### config.mk
export PLATFORM = sky130hd
export DESIGN_NAME = block_stream_gen
export DESIGN_NICKNAME = d
export VERILOG_FILES = /design/src/rtl/blkgen_pkg.sv /design/src/rtl/blkgen_kw_rom.sv /design/src/rtl/block_stream_gen.sv
export SDC_FILE = /design/constraint.sdc
export NUM_CORES = 1
export LEC_CHECK = 0
export ABC_AREA = 1
export CORE_MARGIN = 2
export CORE_UTILIZATION = 53
export CTS_BUF_LIST = sky130_fd_sc_hd__clkbuf_8
export DETAILED_ROUTE_END_ITERATION = 10
export PLACE_DENSITY = 0.89
export SLEW_MARGIN = 20
export SYNTH_ARGS = -nofsm -noshare
export SYNTH_HDL_FRONTEND = slang
export SYNTH_SLANG_ARGS = --single-unit
### constraint.sdc
create_clock -name clk -period 2.3 [get_ports clk]
set_input_delay 0.69 -clock clk [delete_from_list [all_inputs] [get_ports clk]]
set_output_delay 0.69 -clock clk [all_outputs]
set_load 0.01 [all_outputs]
### src/rtl/blkgen_pkg.sv
// blkgen_pkg: op codes, FSM states and keyword constants for block_stream_gen
package blkgen_pkg;
  typedef enum logic [1:0] {OP_BEGIN = 2'd0, OP_END = 2'd1, OP_CHAR = 2'd2, OP_RSVD = 2'd3} op_t;
  typedef enum logic [2:0] {S_IDLE, S_LEAD, S_KEY, S_TRAIL, S_LIT} state_t;
  localparam logic [2:0] KW_BEGIN_LEN = 3'd5;
  localparam logic [2:0] KW_END_LEN = 3'd3;
  localparam logic [7:0] ASCII_SP = 8'h20;
endpackage

### src/rtl/blkgen_kw_rom.sv
// blkgen_kw_rom: keyword byte lookup; BLKGEN_UPPER_EN selects uppercase letters
module blkgen_kw_rom (
  input  logic       is_end,
  input  logic [2:0] idx,
  output logic [7:0] kw_byte
);
`ifdef BLKGEN_UPPER_EN
  localparam logic [7:0] CASE_MASK = 8'hdf;
`else
  localparam logic [7:0] CASE_MASK = 8'hff;
`endif
  logic [7:0] lc;
  always_comb begin
    lc = 8'h00;
    case ({is_end, idx})
      4'b0_000: lc = "b";
      4'b0_001: lc = "e";
      4'b0_010: lc = "g";
      4'b0_011: lc = "i";
      4'b0_100: lc = "n";
      4'b1_000: lc = "e";
      4'b1_001: lc = "n";
      4'b1_010: lc = "d";
      default:  lc = 8'h00;
    endcase
  end
  // clearing bit 5 uppercases letters and leaves the zero filler untouched
  assign kw_byte = lc & CASE_MASK;
endmodule

### src/rtl/block_stream_gen.sv
// block_stream_gen: BEGIN/END/CHAR commands to a space-delimited ASCII byte stream with depth tracking; BLKGEN_UPPER_EN selects uppercase keywords
module block_stream_gen
  import blkgen_pkg::*;
#(
  parameter int DEPTH_W = 8
) (
  input  logic               clk,
  input  logic               reset,
  input  logic               cmd_valid,
  output logic               cmd_ready,
  input  logic [1:0]         cmd_op,
  input  logic [7:0]         cmd_char,
  output logic               out_valid,
  input  logic               out_ready,
  output logic [7:0]         out_byte,
  output logic [DEPTH_W-1:0] depth,
  output logic               balanced,
  output logic               err
);
  localparam logic [DEPTH_W-1:0] DEPTH_MAX = '1;
  state_t state, state_n;
  logic [2:0] idx, idx_n, rom_idx;
  logic is_end, is_end_n, kw_last, err_n;
  logic [7:0] byte_n, kw_byte;
  logic [DEPTH_W-1:0] depth_n;
  // the ROM is addressed with the index of the byte loaded on the next advance
  assign rom_idx = (state == S_KEY) ? idx + 3'd1 : 3'd0;
  assign kw_last = idx == (is_end ? KW_END_LEN : KW_BEGIN_LEN) - 3'd1;
  blkgen_kw_rom u_rom (.is_end(is_end), .idx(rom_idx), .kw_byte(kw_byte));
  assign cmd_ready = state == S_IDLE;
  assign out_valid = state != S_IDLE;
  assign balanced = depth == '0 && !err;
  always_comb begin
    state_n = state;
    idx_n = idx;
    is_end_n = is_end;
    byte_n = out_byte;
    depth_n = depth;
    err_n = err;
    case (state)
      S_IDLE: if (cmd_valid) begin
        if (cmd_op == OP_BEGIN || cmd_op == OP_END) begin
          if (cmd_op == OP_BEGIN ? depth == DEPTH_MAX : depth == '0) err_n = 1'b1;
          else begin
            depth_n = cmd_op == OP_BEGIN ? depth + 1'b1 : depth - 1'b1;
            is_end_n = cmd_op == OP_END;
            byte_n = ASCII_SP;
            state_n = S_LEAD;
          end
        end else begin
          byte_n = cmd_char;
          state_n = S_LIT;
        end
      end
      S_LEAD: if (out_ready) begin
        idx_n = 3'd0;
        byte_n = kw_byte;
        state_n = S_KEY;
      end
      S_KEY: if (out_ready) begin
        idx_n = kw_last ? idx : idx + 3'd1;
        byte_n = kw_last ? ASCII_SP : kw_byte;
        state_n = kw_last ? S_TRAIL : S_KEY;
      end
      S_TRAIL, S_LIT: if (out_ready) state_n = S_IDLE;
      default: state_n = S_IDLE;
    endcase
  end
  always_ff @(posedge clk or posedge reset) begin
    if (reset) begin
      state <= S_IDLE;
      idx <= 3'd0;
      is_end <= 1'b0;
      out_byte <= 8'h00;
      depth <= '0;
      err <= 1'b0;
    end else begin
      state <= state_n;
      idx <= idx_n;
      is_end <= is_end_n;
      out_byte <= byte_n;
      depth <= depth_n;
      err <= err_n;
    end
  end
endmodule

==> impl_metrics.json, run 1 <==
{
  "min_delay_path_depth": 2,
  "min_period_ps": 2200,
  "initialDrtViolationCount": 70,
  "syn_inst": 234,
  "crit_cells": 3,
  "core-area_um2": 3050,
  "drt-total-wl_mm": 4.22,
  "yosys.area.top_type": "dfrtp_1",
  "synth_cell_types": 28,
  "worst_path_dominant_cell_family": "buffers and inverters",
  "die-area_um2": 3690,
  "synth_area_leaders": "dfrtp_1, nand2_1, ha_1",
  "fin_nets": 315,
  "grt_pass1_wl_mm": 6.70,
  "synth_ff_type": "dfrtp_1",
  "cp_cell_sequence": "inv_1 > nand2_2 > clkdlybuf4s50_1",
  "power.density_nw_per_um2": 1340,
  "viasPerCell": 5.10,
  "pin_count": 34,
  "pwr-share-seq_pct": 24.3,
  "power_frac_clock_pct": 12.1,
  "final_cell_area_um2": 2330,
  "setup_slack_ps": 101,
  "ff2ff_path_depth": 12,
  "end_kind": "output port",
  "firstDrtPassIters": 5,
  "gp_congestion": 0.895,
  "crit_type": "flip-flop to output port",
  "hold_class": "flip-flop to flip-flop",
  "yosysMostFrequentCell": "nand2_1",
  "startpoint_type": "flip-flop",
  "syn_to_final_growth_pct": 36.3,
  "yosysWarnings": 0,
  "cts.sinks": 24,
  "clkTransAtPathRegs_ps": 90,
  "grt_pass1_vias": 1580,
  "netlist_top_cells_count": "nand2_1, dfrtp_1, inv_1, nor2_1, ha_1",
  "slew_headroom_pct": 75.9,
  "antenna_found_initial": 0,
  "worst_pin_slew_ps": 360,
  "cp.arrival_ps": 1510,
  "grt_start_max_net_pins": 25,
  "fin_util_pct": 76.2,
  "async_flop_share_pct": 100,
  "clockBufferDepth": 2,
  "die_h_um": 60.8,
  "finalMaxSlewViolations": 0,
  "critical_path_required_ps": 1610,
  "synth_top_cell_area_share_pct": 35.2,
  "netlist_area_um2": 1710,
  "finalNonFillerCells": 331,
  "finalClockSkew_ps": 5.22,
  "drcViolationCount": 0,
  "grt_remaining_overflow": 0,
  "via_count": 1689,
  "syn_nets": 261,
  "internal-power_mw": 1.77,
  "pre_cts_ws_ps": -240,
  "rows": 20,
  "leakagePower_nw": 1.16,
  "status": "finished clean",
  "grtUsageTotal_pct": 23.8,
  "drv_cap": 0,
  "cts_tree": "done",
  "finalCritPeriodShare_pct": 95.6,
  "wl_per_cell_um": 12.7,
  "cts_root_buf": "clkbuf_8",
  "slowest_delay_ps": 550,
  "cts_hold_buf": 0,
  "ys_ff_latch": 24,
  "synth.avg_cell_area_um2": 7.30,
  "peakVddDrop_uv": 818,
  "finalHoldViolCount": 0,
  "die_width_um": 60.8,
  "numPortBuffers": 33,
  "cp_slowest_cell": "clkdlybuf4s50_1",
  "setup_viol": 0,
  "crit_fanout": 6,
  "synth-seq-area-share_pct": 35.2,
  "synth_edf_count": 0,
  "ant_nets": 0,
  "dp.cells": 326,
  "htreeDepth": 1,
  "antenna_cells": 0,
  "clock_latency_ps": 270,
  "drive_above_1_share_pct": 15.7,
  "p_switching_mw": 1.34,
  "start_util_pct": 55.9,
  "hpwl_mm": 2.99,
  "cts_buffers": 3,
  "max_freq_ghz": 0.455,
  "combPwrFrac_pct": 63.5,
  "swShare_pct": 43.1,
  "crit_buf_inv": 2,
  "placed_cell_area_um2": 2210
}
flip-flops by register name (all words and copies together) (netlist names):
signal / flops
out_byte: 8
is_end: 1
state: 3
err: 1
depth: 8
idx: 3
layout make-up:
class                      instances  area (um2)
sequential                        24         603
inverter                          25        93.8
tap                               44        55.1
clock inverter                     1        30.0
multi-input combinational        183        1020
timing repair buffer              51         479
clock buffer                       3        41.3
fill                             230         726
placed cells by master (no fill, tap or decap), types with 5 or more instances in the layout:
| cell type | count |
|---|---|
| nand2_1 | 92 |
| clkdlybuf4s50_1 | 31 |
| dfrtp_1 | 22 |
| inv_1 | 21 |
| buf_4 | 17 |
| nor2_1 | 13 |
| o21ai_0 | 11 |
| nand3_1 | 11 |
| ha_1 | 10 |
| o21ai_1 | 7 |
| xor2_1 | 5 |
| a21oi_1 | 5 |
worst min-delay path, cell delays in order, from the launching register on:
cell	delay, ps
dfrtp_1	350
nand2_1	60
nand2_1	50
metal layers:
metal	up-vias	share of wire, %	track usage (%)
li1	854	-	-
met1	784	44	30.1
met2	42	50	42.9
met3	9	4.8	2.99
met4	0	1.5	5.90
met5	-	0	0
repair_timing:
item                                   CTS  global route
buffers inserted                         0             1
gates resized for setup                  3             6
endpoints found under the hold margin    0             0
gates cloned                             0             0
pin swaps                                0             0
setup endpoints to repair                2             5
power by group through the flow:
stage	Sequential (mW)	Clock (mW)	Combinational (mW)
after floorplan	0.809	0	1.09
after global placement	0.747	0	1.85
after detailed placement	0.749	0	1.90
after CTS	0.752	0.375	1.92
after global routing	0.779	0.390	2.20
final	0.756	0.377	1.97
worst paths after layout:
path	startpoint	endpoint	slack (ps)
max in group asynchronous	reset	state[2]	1270
max	state[1]	out_valid	100
min in group asynchronous	reset	out_byte[4]	760
max reg2reg	state[0]	out_byte[1]	280
min reg2reg	out_byte[6]	out_byte[6]	490
min	out_byte[6]	out_byte[6]	490
cells by family (layout without fill, tap and decap cells):
kind of cell / count (synthesis) / after routing / share of synthesized area [%]
AO/OA/AOI/OAI: 30 / 30 / 9.96
XOR/XNOR: 8 / 8 / 4.10
buffers and inverters: 27 / 80 / 6.81
adder cells (fa/ha/maj): 13 / 13 / 9.96
AND/OR/NAND/NOR: 132 / 132 / 34.0
flip-flops: 24 / 24 / 35.2
per-stage QoR:
step	hold slack, ps	TNS, ps	total power [mW]
2_1_floorplan	513	0	1.90
3_3_place_gp	463	-846	2.60
3_5_place_dp	467	-1210	2.65
4_1_cts	491	0	3.05
5_1_grt	524	-46.0	3.37
6_report	488	0	3.11
No activity file was read; power rests on OpenSTA's default activity.
==> inputs of run 2 (changes only) <==
- ABC_CLOCK_PERIOD_IN_PS: default -> 2300
- PLACE_DENSITY: 0.89 -> 0.82
==> run 2 against run 1 <==
  * Cell area up 1.9%
  * Critical path depth up 5
  * Power up 1.7%
  * Clock power about the same
  * Critical path type is now input pin to flip-flop
  * Largest cell class unchanged
==> impl_metrics.json, run 2 (synthesized netlist as in run 1, its figures left out) <==
{
  "finalClockSkew_ps": 9.99,
  "finalSetupTns_ps": 0,
  "die_h_um": 60.8,
  "cts.sinks": 24,
  "grt_pass1_wl_mm": 6.62,
  "leakagePower_nw": 1.17,
  "r2r-end": "out_byte[3]",
  "cp_slowest_cell": "clkdlybuf4s50_1",
  "register_area_um2": 603,
  "status": "finished clean",
  "finalMaxSlewViolations": 0,
  "worst_path_dominant_cell_family": "buffers and inverters",
  "highest_layer": "met4",
  "gp_congestion": 0.863,
  "worst_pin_slew_ps": 417,
  "rr_startpoint": "state[2]",
  "clock_latency_ps": 270,
  "htreeDepth": 1,
  "pre_cts_ws_ps": -305,
  "ant_nets": 0,
  "ff2ff_path_depth": 11,
  "startpoint_type": "input pin",
  "crit_cells": 8,
  "drcViolationCount": 0,
  "cts_root_buf": "clkbuf_8",
  "drv_cap": 0,
  "fin_util_pct": 77.7,
  "crit_buf_inv": 2,
  "power_mw": 3.16,
  "grtUsageTotal_pct": 23.8,
  "hold_class": "flip-flop to flip-flop",
  "cts_tree": "done",
  "die-area_um2": 3690,
  "crit_end": "depth[6]",
  "drt-met1-wl_mm": 1.90,
  "slowest_delay_ps": 470,
  "multi_input_area_um2": 1070,
  "grt_start_max_net_pins": 25,
  "core-area_um2": 3050,
  "clockBufferDepth": 2,
  "cp.arrival_ps": 2420,
  "cp_cell_sequence": "clkdlybuf4s50_1 > nor2_2 > inv_4 > fa_1 > nand4_1 > nand3_1 > xnor2_1 > o21ai_0",
  "pin_count": 34,
  "finalHoldViolCount": 0,
  "crit_type": "input pin to flip-flop",
  "antenna_found_initial": 0,
  "power.density_nw_per_um2": 1330,
  "wl_met3_um": 178,
  "start_util_pct": 55.9,
  "fin_nets": 316,
  "initialDrtViolationCount": 66,
  "firstDrtPassIters": 4,
  "layout_common_cells": "nand2_1, clkdlybuf4s50_1, dfrtp_1",
  "wl_per_cell_um": 12.3,
  "via_count": 1662,
  "top_regs": "depth x8, out_byte x8",
  "crit_start": "cmd_op[0]",
  "crit_fanout": 8,
  "max_freq_ghz": 0.451,
  "grt_pass1_vias": 1548,
  "clkTransAtPathRegs_ps": 90,
  "setup_viol": 0,
  "drt-total-wl_mm": 4.09,
  "r2r_slack_ps": 330,
  "antenna_cells": 0,
  "fill_cells": 241,
  "die_width_um": 60.8,
  "min_period_ps": 2220,
  "setup_slack_ps": 80.8,
  "critical_path_required_ps": 2500,
  "hpwl_mm": 2.99,
  "peakVddDrop_uv": 650,
  "grt_remaining_overflow": 0,
  "route.met2.wl_mm": 1.97,
  "drive_above_1_share_pct": 17.7,
  "viasPerCell": 5.01,
  "slew_headroom_pct": 71.9,
  "syn_to_final_growth_pct": 38.8,
  "end_kind": "flip-flop",
  "cts_buffers": 3,
  "numPortBuffers": 33,
  "rows": 20,
  "finalCritPeriodShare_pct": 96.5,
  "final_common_cell": "nand2_1"
}
-- run 2: tightest hold or removal path, delay by kind of cell (launching register included) --
family           cells  cell delay, ps
flip-flops           1             350
AND/OR/NAND/NOR      2             100
-- run 2: how the worst min path moves through the flow --
stage               slack, ps        start          end  depth (start not counted)
finish                    480  out_byte[2]  out_byte[2]                          2
global route              500  out_byte[1]  out_byte[1]                          2
CTS                       490  out_byte[2]  out_byte[2]                          2
detailed placement        460  out_byte[2]  out_byte[2]                          2
global placement          460  out_byte[6]  out_byte[6]                          2
floorplan                 510  out_byte[0]  out_byte[0]                          2
-- run 2: power by group --
group | internal [mW] | switching (mW)
Sequential | 0.598 | 0.156
Combinational | 0.971 | 1.06
Clock | 0.233 | 0.142
-- run 2: area by class of cell --
type / count / share of cell area (%)
Inverter: 25 / 4.06
Timing Repair Buffer: 52 / 20.0
Clock buffer: 3 / 1.74
Clock inverter: 1 / 1.27
Sequential cell: 24 / 25.4
Multi-Input combinational cell: 183 / 45.2
Tap cell: 44 / 2.32
-- run 2: layer usage --
metal	GRT usage [%]	vias up
li1	-	850
met1	31.2	751
met2	41.6	53
met3	2.77	8
met4	6.21	0
met5	0	-
-- run 2: what timing repair did --
action	CTS	global route
buffers inserted	0	1
hold buffers	0	0
gates resized for setup	3	12
endpoints found under the setup margin	3	5
pin swaps	0	1
-- run 2: per-stage QoR --
| stage | cells | area (um2) | hold WS (ps) |
|---|---|---|---|
| floorplan | 234 | 1710 | 513 |
| global placement | 327 | 2210 | 462 |
| detailed placement | 327 | 2210 | 465 |
| CTS | 331 | 2280 | 487 |
| global route | 332 | 2370 | 501 |
| finish | 332 | 2370 | 482 |
==> inputs of run 3 (changes only) <==
- ABC_CLOCK_PERIOD_IN_PS: 2300 -> 2700
- CORE_UTILIZATION: 53 -> 55
- MAX_ROUTING_LAYER: default -> met4
- PLACE_DENSITY: 0.82 -> 0.84
- clock period: 2.3 -> 2.7 ns (I/O delays scaled with it)
==> run 3 against run 2 <==
  * First-iteration DRC count is 20% lower
  * Die area shrank 3.4%
  * Critical path depth is 4 lower
  * Global-route usage decreased by 1.4 points
  * Final cell count decreased by 7.5%
  * Sequential share of layout area up 2.3 points
  * Register-to-register slack better by 430 ps
  * Largest cell class unchanged
==> impl_metrics.json, run 3 (synthesized netlist as in run 1, its figures left out) <==
{
  "pin_count": 34,
  "clkTransAtPathRegs_ps": 90,
  "min_delay_path_depth": 2,
  "grt_pass1_vias": 1465,
  "htreeDepth": 1,
  "clockBufferDepth": 2,
  "crit_fanout": 6,
  "max_freq_ghz": 0.394,
  "setup_viol": 0,
  "viasPerCell": 5.14,
  "min_from": "out_byte[6]",
  "fin_nets": 302,
  "grt_pass1_wl_mm": 6.00,
  "finalSetupTns_ps": 0,
  "power.density_nw_per_um2": 1120,
  "leakagePower_nw": 1.08,
  "start_util_pct": 56.9,
  "antenna_found_initial": 0,
  "cp.arrival_ps": 1730,
  "min_to": "out_byte[6]",
  "min_period_ps": 2540,
  "grt_start_max_net_pins": 25,
  "ctsResizeCount": 0,
  "rsz0062_at_grt": "no",
  "r2r_slack_ps": 760,
  "ff2ff_path_depth": 12,
  "register_area_um2": 601,
  "rows": 20,
  "via_count": 1579,
  "core-area_um2": 3000,
  "die_h_um": 59.7,
  "clock_latency_ps": 270,
  "cts.sinks": 24,
  "finalHoldViolCount": 0,
  "end_kind": "output port",
  "antenna_cells": 0,
  "die-area_um2": 3570,
  "finalClockSkew_ps": 6.07,
  "die_width_um": 59.7,
  "firstDrtPassIters": 4,
  "cts_setup_buffers": 0,
  "startpoint_type": "flip-flop",
  "hpwl_mm": 2.76,
  "finalMaxSlewViolations": 0,
  "rr_startpoint": "state[2]",
  "multi_input_area_um2": 991,
  "initialDrtViolationCount": 53,
  "finalCritPeriodShare_pct": 94.0,
  "hold_class": "flip-flop to flip-flop",
  "cts_hold_buf": 0,
  "final_common_cell": "nand2_1",
  "status": "finished clean",
  "cts_tree": "done",
  "cts_buffers": 3,
  "gp_congestion": 0.857,
  "crit_type": "flip-flop to output port",
  "placed_cell_area_um2": 2090,
  "critical_path_required_ps": 1890,
  "numPortBuffers": 33,
  "fill_cells": 241,
  "syn_to_final_growth_pct": 26.8,
  "peakVddDrop_uv": 585,
  "top_regs": "depth x8, out_byte x8",
  "drive_above_1_share_pct": 9.49,
  "drt-total-wl_mm": 3.65,
  "ant_nets": 0,
  "slew_headroom_pct": 76.4,
  "r2r-end": "out_byte[3]",
  "final_cell_area_um2": 2170,
  "grt_remaining_overflow": 0,
  "worst_pin_slew_ps": 351,
  "layout_common_cells": "nand2_1, clkdlybuf4s50_1, dfrtp_1",
  "drcViolationCount": 0,
  "wl_per_cell_um": 11.9,
  "cts_root_buf": "clkbuf_8",
  "drv_cap": 0,
  "grtUsageTotal_pct": 22.4
}
run 3: how the worst max path moves through the flow:
stage,to,cells past startpoint,slack [ps],startpoint
6_report,balanced,4,160,depth[1]
5_1_grt,balanced,4,60,depth[1]
4_1_cts,balanced,4,130,depth[1]
3_5_place_dp,depth[7],10,0.8,cmd_op[1]
3_3_place_gp,depth[7],10,50,cmd_op[1]
2_1_floorplan,depth[7],9,590,cmd_op[1]
run 3: cell type report:
class	count	share of cell area, %
multi-input combinational	183	45.8
sequential	24	27.7
timing repair buffer	38	17.0
inverter	25	4.33
clock buffer	3	1.91
tap	33	1.91
clock inverter	1	1.39
run 3: metrics by stage:
stage	setup slack [ps]	hold WS, ps	util [%]	power, mW	cells
after floorplan	594	513	-	1.62	234
after global placement	55.0	461	69.8	2.07	303
after detailed placement	0.821	464	69.8	2.09	303
after CTS	130	487	72.1	2.43	307
after global routing	57.1	500	72.1	2.63	307
final	162	480	72.1	2.42	307
run 3: routing by layer:
layer  part of all wire, %  GRT usage, %  vias to the layer above
met5                     0             -                        -
met4                  0.69          5.71                        0
met3                   4.6          2.60                        4
met2                    45          36.2                       42
met1                    49          29.9                      706
li1                      -             -                      827
run 3: critical path, cell delays in order, from the launching register on:
cell and delay [ps]:
dfrtp_1 460, nor2_1 140, nand3_1 120, nor3_1 170
clkdlybuf4s50_1 570
run 3: power breakdown:
group | switching [mW] | internal, mW
Clock | 0.123 | 0.198
Combinational | 0.790 | 0.648
Sequential | 0.151 | 0.507
